--- src/rtl/sensor_conditioner_if.sv ---
// Bundle between the loop-detector front end and the traffic light controller.
// It carries raw detector levels and served flags in, and conditioned requests and stuck flags out.
interface sensor_conditioner_if;
  logic [4:0] raw_sensor;
  logic [4:0] lane_green;
  logic       e_str_sensor;
  logic       w_str_sensor;
  logic       e_left_sensor;
  logic       w_left_sensor;
  logic       ns_sensor;
  logic [4:0] stuck;

  modport master (
    output raw_sensor, lane_green,
    input  e_str_sensor, w_str_sensor, e_left_sensor, w_left_sensor, ns_sensor, stuck
  );

  modport slave (
    input  raw_sensor, lane_green,
    output e_str_sensor, w_str_sensor, e_left_sensor, w_left_sensor, ns_sensor, stuck
  );
endinterface

--- src/rtl/sensor_conditioner.sv ---
// Five independent loop-detector channels: synchronize, debounce, latch until served,
// hold through short gaps while green, and flag detectors that stay high too long.
module sensor_conditioner #(
  parameter int DEBOUNCE = 3,
  parameter int HOLD     = 2,
  parameter int STUCK    = 200
) (
  input  logic                 clk,
  input  logic                 reset,
  sensor_conditioner_if.slave  bus_io
);

  typedef enum logic [2:0] {
    ST_IDLE,
    ST_QUAL,
    ST_LATCHED,
    ST_SERVE,
    ST_STUCK
  } lane_state_e;

  localparam logic [3:0] DEB_M1  = 4'(DEBOUNCE - 1);
  localparam logic [3:0] HOLD_C  = 4'(HOLD);
  localparam logic [7:0] STUCK_C = 8'(STUCK);

  logic [4:0] sync1_q, sync2_q;
  logic [4:0] sens_w, stuck_w;

  // NOTE: reset is synchronous here, so it sits inside the clocked branch, not in the sensitivity list.
  always_ff @(posedge clk) begin
    if (reset) begin
      sync1_q <= '0;
      sync2_q <= '0;
    end else begin
      sync1_q <= bus_io.raw_sensor;
      sync2_q <= sync1_q;
    end
  end

  for (genvar i = 0; i < 5; i++) begin : g_lane
    lane_state_e state_q, state_d;
    logic [3:0]  cnt_q, cnt_d;
    logic [7:0]  run_q, run_d;
    logic        sens_q, stuck_q;
    logic        s;
    logic        green;

    assign s     = sync2_q[i];
    assign green = bus_io.lane_green[i];

    // NOTE: every next-state value gets a default first so no path can infer a latch.
    always_comb begin
      state_d = state_q;
      cnt_d   = cnt_q;
      run_d   = s ? ((run_q == 8'hFF) ? run_q : run_q + 8'd1) : 8'd0;

      // The stuck detector overrides every normal transition in the same cycle.
      if (s && (run_d >= STUCK_C)) begin
        state_d = ST_STUCK;
        cnt_d   = 4'd0;
      end else begin
        unique case (state_q)
          ST_IDLE: begin
            cnt_d = 4'd0;
            if (s) begin
              if (DEBOUNCE == 1) begin
                state_d = ST_LATCHED;
              end else begin
                state_d = ST_QUAL;
                cnt_d   = 4'd1;
              end
            end
          end
          ST_QUAL: begin
            if (!s) begin
              state_d = ST_IDLE;
              cnt_d   = 4'd0;
            end else if (cnt_q == DEB_M1) begin
              state_d = ST_LATCHED;
              cnt_d   = 4'd0;
            end else begin
              cnt_d = cnt_q + 4'd1;
            end
          end
          ST_LATCHED: begin
            if (green) begin
              state_d = ST_SERVE;
              cnt_d   = 4'd0;
            end
          end
          ST_SERVE: begin
            if (!green) begin
              state_d = s ? ST_LATCHED : ST_IDLE;
              cnt_d   = 4'd0;
            end else if (s) begin
              cnt_d = 4'd0;
            end else if (cnt_q == HOLD_C) begin
              state_d = ST_IDLE;
              cnt_d   = 4'd0;
            end else begin
              cnt_d = cnt_q + 4'd1;
            end
          end
          ST_STUCK: begin
            if (!s) begin
              state_d = ST_IDLE;
              cnt_d   = 4'd0;
            end
          end
          default: begin
            state_d = ST_IDLE;
            cnt_d   = 4'd0;
          end
        endcase
      end
    end

    always_ff @(posedge clk) begin
      if (reset) begin
        state_q <= ST_IDLE;
        cnt_q   <= 4'd0;
        run_q   <= 8'd0;
        sens_q  <= 1'b0;
        stuck_q <= 1'b0;
      end else begin
        state_q <= state_d;
        cnt_q   <= cnt_d;
        run_q   <= run_d;
        sens_q  <= (state_d == ST_LATCHED) || (state_d == ST_SERVE);
        stuck_q <= (state_d == ST_STUCK);
      end
    end

    assign sens_w[i]  = sens_q;
    assign stuck_w[i] = stuck_q;
  end

  assign bus_io.e_str_sensor  = sens_w[0];
  assign bus_io.w_str_sensor  = sens_w[1];
  assign bus_io.e_left_sensor = sens_w[2];
  assign bus_io.w_left_sensor = sens_w[3];
  assign bus_io.ns_sensor     = sens_w[4];
  assign bus_io.stuck         = stuck_w;

endmodule

--- src/flat_wrapper.sv ---
// flat-port wrapper written by rule: the top's interface ports become plain ports
module sensor_conditioner_flat 
#(
  parameter int DEBOUNCE = 3,
  parameter int HOLD     = 2,
  parameter int STUCK    = 200
)
  (clk, reset, bus_io_raw_sensor, bus_io_lane_green, bus_io_e_str_sensor, bus_io_w_str_sensor, bus_io_e_left_sensor, bus_io_w_left_sensor, bus_io_ns_sensor, bus_io_stuck);
  sensor_conditioner_if bus_io_i ();
  input  logic clk;
  input  logic reset;
  input wire logic [$bits(bus_io_i.raw_sensor)-1:0] bus_io_raw_sensor;
  input wire logic [$bits(bus_io_i.lane_green)-1:0] bus_io_lane_green;
  output wire logic [$bits(bus_io_i.e_str_sensor)-1:0] bus_io_e_str_sensor;
  output wire logic [$bits(bus_io_i.w_str_sensor)-1:0] bus_io_w_str_sensor;
  output wire logic [$bits(bus_io_i.e_left_sensor)-1:0] bus_io_e_left_sensor;
  output wire logic [$bits(bus_io_i.w_left_sensor)-1:0] bus_io_w_left_sensor;
  output wire logic [$bits(bus_io_i.ns_sensor)-1:0] bus_io_ns_sensor;
  output wire logic [$bits(bus_io_i.stuck)-1:0] bus_io_stuck;
  assign bus_io_i.raw_sensor = bus_io_raw_sensor;
  assign bus_io_i.lane_green = bus_io_lane_green;
  assign bus_io_e_str_sensor = bus_io_i.e_str_sensor;
  assign bus_io_w_str_sensor = bus_io_i.w_str_sensor;
  assign bus_io_e_left_sensor = bus_io_i.e_left_sensor;
  assign bus_io_w_left_sensor = bus_io_i.w_left_sensor;
  assign bus_io_ns_sensor = bus_io_i.ns_sensor;
  assign bus_io_stuck = bus_io_i.stuck;
  sensor_conditioner #(.DEBOUNCE(DEBOUNCE), .HOLD(HOLD), .STUCK(STUCK)) u_core (.clk(clk), .reset(reset), .bus_io(bus_io_i));
endmodule
--- config.mk ---
export PLATFORM = sky130hd
export DESIGN_NAME = sensor_conditioner_flat
export DESIGN_NICKNAME = d
export VERILOG_FILES = /design/src/rtl/sensor_conditioner_if.sv /design/src/rtl/sensor_conditioner.sv /design/src/flat_wrapper.sv
export SDC_FILE = /design/constraint.sdc
export NUM_CORES = 1
export LEC_CHECK = 0
export ABC_AREA = 1
export BUFFER_PORTS_ARGS = -buffer_cell sky130_fd_sc_hd__buf_2
export CAP_MARGIN = 10
export CORE_ASPECT_RATIO = 1.75
export CORE_MARGIN = 2
export CORE_UTILIZATION = 50
export CTS_CLUSTER_DIAMETER = 80
export DETAILED_ROUTE_END_ITERATION = 10
export PLACE_DENSITY_LB_ADDON = 0.12
export RECOVER_POWER = 100
export SLEW_MARGIN = 20
export SYNTH_ARGS = -nofsm -noshare
export SYNTH_HDL_FRONTEND = slang
export SYNTH_SLANG_ARGS = --single-unit
--- constraint.sdc ---
create_clock -name clk -period 1.82 [get_ports clk]
set_input_delay 0 -clock clk [delete_from_list [all_inputs] [get_ports clk]]
set_output_delay 0 -clock clk [all_outputs]
set_load 0.005 [all_outputs]
* Yosys cells after proc, flatten, opt, wreduce, memory -nomap -nowiden *
Index checks and enable logic that the tools add are counted.

storage, ports and cells
  logic and storage cells = 227
  input bits = 12
  bits in registers = 95

cells by class
  $lt $le $gt $ge = 5
  reductions and logical operators = 25
  equality and inequality tests = 55
  multiplexer cells = 105
  add/sub/neg operators = 10

operators with widths
  operator                                                               number
  3-bit two-way mux                                                      45
  4-bit two-way mux                                                      30
  4-bit one-hot mux with 5 select lines                                  5
  8-bit two-way mux                                                      10
  3-bit one-hot mux with 5 select lines                                  5
  3-bit by 2-bit equality test with 1-bit output, second input constant  20
  8-bit by 1-bit adder with 8-bit output, second input constant          5
  8-bit equality test, second input constant                             5
  8-bit >= comparator, second input constant                             5
  3-bit equality test, second input constant                             10
  4-bit by 1-bit adder with 4-bit output, second input constant          5
  4-bit by 2-bit equality test with 1-bit output, second input constant  5
  2-bit inequality test, second input constant                           10
  3-bit by 1-bit equality test with 1-bit output, second input constant  5
  3-bit zero test                                                        5
  2-bit two-way mux                                                      5
  2-bit AND reduction                                                    5
  2-bit OR reduction                                                     5
  1-bit logical AND                                                      5
  1-bit logical OR                                                       5
  1-bit two-way mux                                                      5

* Logic depth before layout (Yosys ltp) *
Gate-level depths: netlist (run 1).

  depth after elaboration = 8
  mapped depth = 12
  gate-level depth less buffers = 12

* Worst setup path before layout (run 1) *
OpenSTA, ideal clock, no wires.

  path kind = flip-flop to flip-flop
  from = register u_core.g_lane[0].run_q[0]
  to = register u_core.g_lane[0].sens_q (netlist: u_core.bus_io.e_str_sensor)
  cell stages (with the launch flop) = 11
  required time = 1.704 ns
  arrival = 1.375 ns
  setup time = 0.116 ns
  path buffers = 0
  setup slack = 0.329 ns
  cell sequence = dfxtp_1 ha_1 inv_1 nor2_4 nand3_2 nand2_1 nand2_2 a21oi_4 nand2_4 nand2_4 nor2_1

between the ends
  cells in the longest elaborated chain, start to end = 8
  elaborated cells between the ends (all ways) = 10
  classes of those cells = 1 x add/sub; 1 x order compare; 3 x eq/ne; 3 x mux; 2 x reduce/logical

ends and longest elaborated chain
  item                                                                           line                       source
  from (decl)                                                                    sensor_conditioner.sv:42   logic [7:0] run_q, run_d;
  from (signal assigned)                                                         sensor_conditioner.sv:127  run_q <= run_d;
  8-bit by 1-bit adder with 8-bit output or 8-bit equality test (tied branches)  sensor_conditioner.sv:54   run_d = s ? ((run_q == 8'hFF) ? run_q : run_q + 8'd1) : 8'd0;
  8-bit two-way mux (*) (2 in series)                                            sensor_conditioner.sv:54
  8-bit >= comparator (*)                                                        sensor_conditioner.sv:57   if (s && (run_d >= STUCK_C)) begin
  1-bit logical AND (*)                                                          sensor_conditioner.sv:57
  3-bit two-way mux (*)                                                          sensor_conditioner.sv:57
  3-bit by 2-bit equality test with 1-bit output                                 sensor_conditioner.sv:128  sens_q <= (state_d == ST_LATCHED) || (state_d == ST_SERVE);
  1-bit logical OR (*)                                                           sensor_conditioner.sv:128
  to (signal assigned)                                                           sensor_conditioner.sv:128
  to (decl)                                                                      sensor_conditioner.sv:43   logic sens_q, stuck_q;

Every way passes the cells marked *; elsewhere a longest branch is shown, timed or not.
A chain may end at the register's enable or synchronous reset.

* Worst setup path after layout (run 1) *
  from = register u_core.g_lane[4].run_q[0]
  to = register u_core.g_lane[4].sens_q (netlist: u_core.bus_io.ns_sensor)

between the ends
  cells in the longest elaborated chain, start to end = 8
  elaborated cells between the ends (all ways) = 10
  classes of those cells = 1 x add/sub; 1 x order compare; 3 x eq/ne; 3 x mux; 2 x reduce/logical

ends and longest elaborated chain
  item                                                                           line
  from (decl)                                                                    sensor_conditioner.sv:42
  from (signal assigned)                                                         sensor_conditioner.sv:127
  8-bit by 1-bit adder with 8-bit output or 8-bit equality test (tied branches)  sensor_conditioner.sv:54
  8-bit two-way mux (*) (2 in series)                                            sensor_conditioner.sv:54
  8-bit >= comparator (*)                                                        sensor_conditioner.sv:57
  1-bit logical AND (*)                                                          sensor_conditioner.sv:57
  3-bit two-way mux (*)                                                          sensor_conditioner.sv:57
  3-bit by 2-bit equality test with 1-bit output                                 sensor_conditioner.sv:128
  1-bit logical OR (*)                                                           sensor_conditioner.sv:128
  to (signal assigned)                                                           sensor_conditioner.sv:128
  to (decl)                                                                      sensor_conditioner.sv:43

Marked as above.

==> flow_summary.ini, run 1 <==
[timing]
max_freq_mhz = 613
slew_headroom = 0.738
fin_crit_ns = 1.63
worst_pin_slew_ns = 0.390
worst_clock_skew_ns = 0.00785
fin_setup_tns_ns = 0
rsz0062_at_grt = false
slew_viol_final = 0
fin_crit_sh = 0.896
fin_ws_ns = 0.189
finalHoldViolCount = 0
setup_viol = 0

[clock_tree]
post-cts-setup-buffer-count = 0
clk_latency_ns = 0.34
cts_sinks = 95
cts_tree = yes
cts_buffer_depth = 2
cts-root-buf = clkbuf_16
cts_buffers = 9
clkTransAtPathRegs_ns = 0.06
htreeDepth = 3

[critical_path]
crit_fanout = 7
cp.required_ns = 2.04
path_delay_family = simple AND/OR/NAND/NOR gates
arrival_ns = 1.85
path_cells = ha_1 > nand2_1 > nor2_2 > nand2_2 > nand3_1 > nand3_1 > nand3_1 > nand2_1 > nand2_2 > nor2_1
r2r_slack_ns = 0.19
path_class = flip-flop to flip-flop
endpoint_kind = flip-flop
crit_buf_inv = 0
crit_top_cell = nand3_1
r2r_start = u_core.g_lane[4].run_q[0]
r2r_end = u_core.bus_io.ns_sensor
max_stage_delay_ns = 0.38
rr_worst_depth = 10
critPathLaunchType = flip-flop
slowest_stage = dfxtp_1

[synthesis]
synth_area_per_cell_um2 = 6.69
synth_nets = 779
synth_area_leader_cell = dfxtp_1
ys_types = 37
synthArstFlopShare = 0
yosys-top-cells-area = dfxtp_1 38%, nand2_1 9.9%, nor2_1 9.7%, inv_1 8.9%, nand3_1 6.9%
synth_cells = 752
synth_flop_cell = dfxtp_1
synth_top_area_share = 0.378
synth_edf_count = 0
ys_ff_latch = 95
ys_seq_area_frac = 0.378
synth_area_mm2 = 0.00503
ys_warn_count = 0

[global_route]
grt_use_total = 0.206
grt.met1_usage = 0.211
antenna_found_initial = 0
grt-busiest-layer = met2
met2_usage = 0.394
grt_start_max_net_pins = 19
grt_pass1_vias = 4347
gr-usage-met3 = 0.0369
grt_pass1_wl_mm = 17.9
gr-total-overflow = 0

[detailed_routing]
drc = 0
wl_per_cell_um = 11.4
wl_mm = 10.4
vias = 4659
viasPerCell = 5.11
postRouteAntennaNets = 0
first_pass_iters = 5
drt_iter0_markers = 198

[floorplanning]
start_util = 0.511
num_rows = 48
ios = 22
core-area_mm2 = 0.00985
die_w_um = 79.8
die_h_um = 137
fp.dieArea_mm2 = 0.0109

[layout]
diodes = 0
final_common_cell = nor2_1
drive_gt1_frac = 0.0941
seq_area_mm2 = 0.00190
areaGrowthSynthToFinish_pct = 11.5
final_area_mm2 = 0.00561
layout_common_cells = 134 x nor2_1, 132 x nand2_1, 120 x inv_1
nNetsFinal = 808
multiInputGateArea_mm2 = 0.00256
fill_cells = 983
stdcell_count = 911

[placement]
place_ws_ns = 0.127
dp_cells = 890
gp_congestion = 0.890
place_area_mm2 = 0.00525
port_buffers = 21
dp_hpwl_mm = 8.05

[min_path]
hold_class = input port to flip-flop
min-delay-start = bus_io_lane_green[1]
hold_end = u_core.g_lane[1].state_q[0]
hold_depth = 5

[job]
max-cap-violations = 0

[run_status]
status = complete, no violations

[power]
power_density_mw_per_mm2 = 748
peakVddDrop_v = 0.000676
power_leakage_uw = 0.00254
power.total_uw = 4190
-- worst reg2reg max path: stages (launching register included) --
cell and delay [ns]:
dfxtp_1 0.38, ha_1 0.18, nand2_1 0.12, nor2_2 0.15, nand2_2 0.11, nand3_1 0.08
nand3_1 0.08, nand3_1 0.10, nand2_1 0.09, nand2_2 0.15, nor2_1 0.06
-- registers in the layout, summed over array words and instances (netlist names) --
register and cells:
u_core.sync1_q 5, u_core.g_lane.state_q 15, u_core.g_lane.stuck_q 5, u_core.g_lane.cnt_q 20, u_core.bus_io.e_left_sensor 1, u_core.bus_io.e_str_sensor 1
u_core.g_lane.run_q 40, u_core.bus_io.ns_sensor 1, u_core.sync2_q 5, u_core.bus_io.w_left_sensor 1, u_core.bus_io.w_str_sensor 1
-- timing repair --
item	4_1_cts	5_1_grt
endpoints found under the hold margin	5	0
hold buffers	5	0
setup endpoints to repair	0	19
resized for setup	0	6
-- per-layer routing --
metal / up-vias / share of wire
met4: 0 / 0.016
li1: 2447 / -
met2: 55 / 0.56
met5: - / 0
met3: 9 / 0.021
met1: 2148 / 0.41
-- worst max path at each step --
stage	slack, ns	endpoint	cells past startpoint	startpoint
after floorplan	0.33	u_core.bus_io.e_str_sensor	10	u_core.g_lane[0].run_q[0]
after global placement	0.18	u_core.bus_io.e_left_sensor	12	u_core.g_lane[2].run_q[0]
after detailed placement	0.13	u_core.g_lane[2].state_q[1]	12	u_core.g_lane[2].run_q[0]
after CTS	0.11	u_core.g_lane[2].state_q[1]	12	u_core.g_lane[2].run_q[0]
after global routing	0.002	u_core.bus_io.w_str_sensor	10	u_core.g_lane[1].run_q[0]
final	0.19	u_core.bus_io.ns_sensor	10	u_core.g_lane[4].run_q[0]
-- stage by stage --
stage | hold WS, ns | utilization
after CTS | 0.0322 | 0.570
final | 0.0378 | 0.569
after global routing | 0.0684 | 0.569
after detailed placement | 0.213 | 0.533
after global placement | 0.208 | 0.533
after floorplan | 0.107 | -
-- Yosys cell counts, types with 2 or more instances --
| cell type | number |
|---|---|
| o21ai_0 | 22 |
| clkbuf_1 | 2 |
| nor2_2 | 7 |
| nor3_1 | 15 |
| nand2_2 | 11 |
| nor3_2 | 5 |
| xnor2_1 | 4 |
| o22ai_1 | 3 |
| buf_2 | 3 |
| ha_1 | 15 |
| dfxtp_1 | 95 |
| nor2_4 | 2 |
| o21bai_1 | 2 |
| a21o_1 | 2 |
| buf_4 | 7 |
| nand3_1 | 69 |
| nand2_4 | 4 |
| buf_1 | 2 |
| inv_2 | 9 |
| nand2_1 | 132 |
| nand3_2 | 2 |
| nor2_1 | 130 |
| a211oi_1 | 3 |
| nand4_1 | 23 |
| xor2_1 | 3 |
| a21oi_1 | 37 |
| o21ai_1 | 15 |
| inv_1 | 119 |
-- layout make-up --
type,count,share of cell area
Clock buffer,13,0.0482
Clock inverter,3,0.00714
Inverter,129,0.0868
Multi-Input combinational cell,514,0.456
Sequential cell,95,0.340
Tap cell,125,0.0279
Timing Repair Buffer,32,0.0341
-- power by group --
group	leakage [µW]	switching [µW]	internal (µW)	total, µW
Sequential	0.000769	19.6	2100	2120
Combinational	0.00162	101	53.5	154
Clock	0.000156	747	1170	1920
-- cell families (layout without fill, tap and decap cells) --
kind of cell | Yosys count | after routing | synth area share
AO/OA/AOI/OAI | 89 | 89 | 0.0973
XOR/XNOR | 7 | 7 | 0.0122
adder cells (fa/ha/maj) | 15 | 15 | 0.0373
buffers and inverters | 143 | 177 | 0.113
flip-flops | 95 | 95 | 0.378
AND/OR/NAND/NOR | 403 | 403 | 0.362
No activity file was read; power rests on OpenSTA's default activity.
==> run 2: changes to the inputs <==
--- a/config.mk
+++ b/config.mk
@@ -8,9 +8,8 @@
 export ABC_AREA = 1
 export BUFFER_PORTS_ARGS = -buffer_cell sky130_fd_sc_hd__buf_2
 export CAP_MARGIN = 10
-export CORE_ASPECT_RATIO = 1.75
 export CORE_MARGIN = 2
-export CORE_UTILIZATION = 50
+export CORE_UTILIZATION = 60
 export CTS_CLUSTER_DIAMETER = 80
 export DETAILED_ROUTE_END_ITERATION = 10
 export PLACE_DENSITY_LB_ADDON = 0.12
==> run 2 against run 1 <==
Against the previous run:
- global-route usage up 2.4 points
- sequential share of layout area up 1.1 points
- non-clock buffer count fell by 2
- core utilization grew 9.6 points
- die area shrank 16%
- via count shrank 1.0%
- clock skew hardly changed
- critical endpoint is now u_core.g_lane[4].cnt_q[3]
==> flow_summary.ini, run 2 (same netlist as run 1, synthesis figures left out) <==
[run_status]
status = complete, no violations

[critical_path]
path_class = flip-flop to flip-flop
r2r_start = u_core.g_lane[4].run_q[0]
endpoint_kind = flip-flop
cp.required_ns = 2.06
rr_worst_depth = 10
crit_buf_inv = 0
path_delay_family = simple AND/OR/NAND/NOR gates
critPathLaunchType = flip-flop
r2r_slack_ns = 0.12
crit_top_cell = nand3_1
r2r_end = u_core.g_lane[4].cnt_q[3]
arrival_ns = 1.93
path_cells = ha_1 > nand2_1 > nor2_2 > nand2_2 > nand3_1 > nand3_1 > nand3_1 > nand2_1 > nand2_2 > nor2_1
max_stage_delay_ns = 0.37
slowest_stage = dfxtp_2
crit_fanout = 7

[min_path]
min-delay-start = bus_io_lane_green[4]
hold_end = u_core.g_lane[4].state_q[0]
hold_depth = 5
hold_class = input port to flip-flop

[clock_tree]
post-cts-setup-buffer-count = 0
cts_buffers = 9
clk_latency_ns = 0.35
cts-root-buf = clkbuf_8
cts_tree = yes
cts_sinks = 95
htreeDepth = 3
clkTransAtPathRegs_ns = 0.08
cts_buffer_depth = 2

[layout]
layout_common_cells = 131 x nand2_1, 131 x nor2_1, 119 x inv_1
seq_area_mm2 = 0.00191
top_register = u_core.g_lane.run_q
reg.largest.list = u_core.g_lane.run_q: 40 flops, u_core.g_lane.cnt_q: 20 flops, u_core.g_lane.state_q: 15 flops
nNetsFinal = 806
largest_reg_flops = 40
multiInputGateArea_mm2 = 0.00256
diodes = 0
areaGrowthSynthToFinish_pct = 8.21
drive_gt1_frac = 0.0959
fill_cells = 735

[detailed_routing]
drt_iter0_markers = 178
first_pass_iters = 5
wl_per_cell_um = 11.2
drc = 0
vias = 4612
postRouteAntennaNets = 0
wl_mm = 9.97
viasPerCell = 5.20

[timing]
rsz0062_at_grt = false
fin_crit_ns = 1.70
max_freq_mhz = 589
fin_setup_tns_ns = 0
slew_viol_final = 0
fin_crit_sh = 0.933
worst_clock_skew_ns = 0.00803
worst_pin_slew_ns = 0.626
setup_viol = 0
slew_headroom = 0.583
finalHoldViolCount = 0

[global_route]
grt_pass1_vias = 4152
grt_pass1_wl_mm = 17.0
grt_use_total = 0.230
antenna_found_initial = 0
grt_start_max_net_pins = 32
gr-total-overflow = 0

[floorplanning]
fp.dieArea_mm2 = 0.00913
num_rows = 33
core-area_mm2 = 0.00818
die_w_um = 95.5
start_util = 0.615
die_h_um = 95.5
ios = 22

[power]
peakVddDrop_v = 0.000586
power_density_mw_per_mm2 = 659
power.total_uw = 3590
power_leakage_uw = 0.00246

[placement]
gp_congestion = 0.869
dp_hpwl_mm = 7.41
port_buffers = 21

[job]
max-cap-violations = 0
## run 2: routing by layer
| layer | up-vias | routed length, µm | part of all wire | track usage |
|---|---|---|---|---|
| li1 | 2446 | - | - | - |
| met1 | 2083 | 4630 | 0.46 | 0.282 |
| met2 | 75 | 4920 | 0.49 | 0.407 |
| met3 | 8 | 315 | 0.032 | 0.0435 |
| met4 | 0 | 109 | 0.011 | 0.0655 |
| met5 | - | 0 | 0 | 0 |
## run 2: stage by stage
| step | hold slack (ns) | util | cell area [µm²] | std cells | worst slack [ns] |
|---|---|---|---|---|---|
| 3_5_place_dp | 0.210 | 0.637 | 5200 | 867 | 0.108 |
| 6_report | 0.0959 | 0.666 | 5440 | 887 | 0.122 |
| 4_1_cts | 0.0807 | 0.666 | 5440 | 887 | 0.0879 |
| 3_3_place_gp | 0.202 | 0.637 | 5200 | 867 | 0.157 |
| 5_1_grt | 0.122 | 0.666 | 5440 | 887 | 0.0119 |
| 2_1_floorplan | 0.107 | - | 5030 | 752 | 0.329 |
## run 2: how the worst max path moves through the flow
stage	cells past startpoint	endpoint	slack [ns]	startpoint
3_3_place_gp	12	u_core.bus_io.e_str_sensor	0.16	u_core.g_lane[0].run_q[0]
2_1_floorplan	10	u_core.bus_io.e_str_sensor	0.33	u_core.g_lane[0].run_q[0]
6_report	10	u_core.g_lane[4].cnt_q[3]	0.12	u_core.g_lane[4].run_q[0]
5_1_grt	12	u_core.g_lane[2].state_q[1]	0.01	u_core.g_lane[2].run_q[0]
3_5_place_dp	10	u_core.g_lane[4].cnt_q[3]	0.11	u_core.g_lane[4].run_q[0]
4_1_cts	12	u_core.g_lane[2].state_q[1]	0.09	u_core.g_lane[2].run_q[0]
## run 2: repair_timing
action                     4_1_cts  5_1_grt
resized for setup                0        8
hold endpoints to repair         6        0
hold buffers                     6        0
setup endpoints to repair        0       32
## run 2: worst min-delay path, stage by stage
cell      delay [ns]
buf_2           0.13
nand3_1         0.08
nand2_1         0.07
a211oi_1        0.05
nor2_1          0.09
## run 2: final cells by class
type	count	share of cell area
clock buffer	13	0.0274
clock inverter	1	0.00552
inverter	129	0.0894
multi-input combinational	514	0.470
sequential	95	0.351
tap	105	0.0241
timing repair buffer	30	0.0329
## run 2: where the power goes
group / switching, µW / leakage [µW] / internal, µW
clock network: 655 / 0.0000896 / 661
registers: 23.5 / 0.000771 / 2100
logic: 96.8 / 0.00160 / 50.7
total: 776 / 0.00246 / 2810
==> run 3: changes to the inputs <==
--- a/config.mk
+++ b/config.mk
@@ -8,6 +8,7 @@
 export ABC_AREA = 1
 export BUFFER_PORTS_ARGS = -buffer_cell sky130_fd_sc_hd__buf_2
 export CAP_MARGIN = 10
+export CORE_ASPECT_RATIO = 1.25
 export CORE_MARGIN = 2
 export CORE_UTILIZATION = 60
 export CTS_CLUSTER_DIAMETER = 80
==> run 3 against run 2 <==
Against the previous run:
- flip-flop and latch count stayed put
- clock power down 7%
- core utilization is 0.60 points higher
- critical path type is now input port to flip-flop
- largest cell class unchanged
- highest routed layer unchanged
==> flow_summary.ini, run 3 (same netlist as run 1, synthesis figures left out) <==
[critical_path]
crit_fanout = 15
path_class = input port to flip-flop
path_cells = dlygate4sd3_1 > clkbuf_1 > clkbuf_2 > nor2_1 > o21ai_0 > nor2_1
arrival_ns = 1.93
rr_worst_depth = 12
critPathLaunchType = input port
cp.required_ns = 2.08
max_stage_delay_ns = 0.62
crit_top_cell = nor2_1
r2r_slack_ns = 0.16
slowest_stage = clkbuf_1
endpoint_kind = flip-flop

[job]
max-cap-violations = 0

[global_route]
grt_use_total = 0.227
grt_pass1_wl_mm = 17.2
grt_pass1_vias = 4297
grt_start_max_net_pins = 17
gr-total-overflow = 0
antenna_found_initial = 0

[power]
power_leakage_uw = 0.00251
power_density_mw_per_mm2 = 637
peakVddDrop_v = 0.000670

[timing]
worst_clock_skew_ns = 0.00578
fin_setup_tns_ns = 0
fin_crit_ns = 1.67
holdWs_ns = 0.0723
rsz0062_at_grt = false
finalHoldViolCount = 0
slew_headroom = 0.460
max_freq_mhz = 599
worst_pin_slew_ns = 0.811
setup_viol = 0
slew_viol_final = 0
fin_crit_sh = 0.918

[clock_tree]
cts_buffer_depth = 2
cts_buffers = 9
clk_latency_ns = 0.36
cts_sinks = 95
htreeDepth = 3
cts-root-buf = clkbuf_8
clkTransAtPathRegs_ns = 0.09
post-cts-setup-buffer-count = 0
cts_tree = yes

[layout]
diodes = 0
nNetsFinal = 814
layout_common_cells = 131 x nand2_1, 129 x nor2_1, 119 x inv_1
final_area_mm2 = 0.00550
final_common_cell = nand2_1
drive_gt1_frac = 0.106
top_register = u_core.g_lane.run_q
reg.largest.list = u_core.g_lane.run_q: 40 flops, u_core.g_lane.cnt_q: 20 flops, u_core.g_lane.state_q: 15 flops
areaGrowthSynthToFinish_pct = 9.43
largest_reg_flops = 40

[detailed_routing]
wl_per_cell_um = 10.7
vias = 4636
wl_mm = 9.51
drc = 0
first_pass_iters = 5
viasPerCell = 5.21
drt_iter0_markers = 127
postRouteAntennaNets = 0

[run_status]
status = complete, no violations

[floorplanning]
die_w_um = 85.9
start_util = 0.614
ios = 22
num_rows = 37
core-area_mm2 = 0.00819
die_h_um = 106
fp.dieArea_mm2 = 0.00913

[placement]
dp_hpwl_mm = 7.14
place_area_mm2 = 0.00522
port_buffers = 21
gp_congestion = 0.863

[min_path]
hold_depth = 5
hold_class = input port to flip-flop
## run 3: layout make-up
cell class	count	area, µm²
flip-flops and latches	95	1900
repair buffers	38	249
multi-input cells	514	2570
fillers	745	2690
inverters	129	487
clock inverters	6	46.3
clock buffers	10	128
well taps	97	121
## run 3: where the power goes
group	total (µW)	internal, µW	switching (µW)	leakage [µW]
combinational	160	59.3	101	0.00165
clock	1230	503	723	0.0000829
sequential	2120	2100	20.9	0.000769
total	3510	2660	845	0.00251
## run 3: final timing paths
check / start / endpoint
worst max-delay path: reset / u_core.g_lane[3].run_q[1]
worst min-delay path: bus_io_lane_green[2] / u_core.g_lane[2].cnt_q[3]
worst max register to register: u_core.g_lane[0].run_q[1] / u_core.bus_io.e_str_sensor
worst min register to register: u_core.sync1_q[4] / u_core.sync2_q[4]
## run 3: repair_timing
action / 4_1_cts / 5_1_grt
hold endpoints to repair: 9 / 0
hold buffers: 11 / 0
endpoints found under the setup margin: 0 / 24
gates resized for setup: 0 / 6
## run 3: metrics by stage
stage | util | power [µW] | std cells | setup slack (ns)
after floorplan | - | 2260 | 752 | 0.329
after global placement | 0.637 | 2310 | 862 | 0.185
after detailed placement | 0.637 | 2310 | 862 | 0.160
after CTS | 0.671 | 3550 | 889 | 0.143
after global routing | 0.672 | 3660 | 889 | 0.00440
final | 0.672 | 3510 | 889 | 0.150
## run 3: per-layer routing
metal	global-route usage	share of wire	vias to the layer above
met1	0.267	0.45	2084
met2	0.396	0.50	76
met3	0.0334	0.029	11
met5	0	0	-
met4	0.117	0.018	0
li1	-	-	2465
## run 3: critical path: cells and delay by family
family          cells  cell delay (ns)
simple gates        2             0.22
buf+inv             3             1.59
compound gates      1             0.11
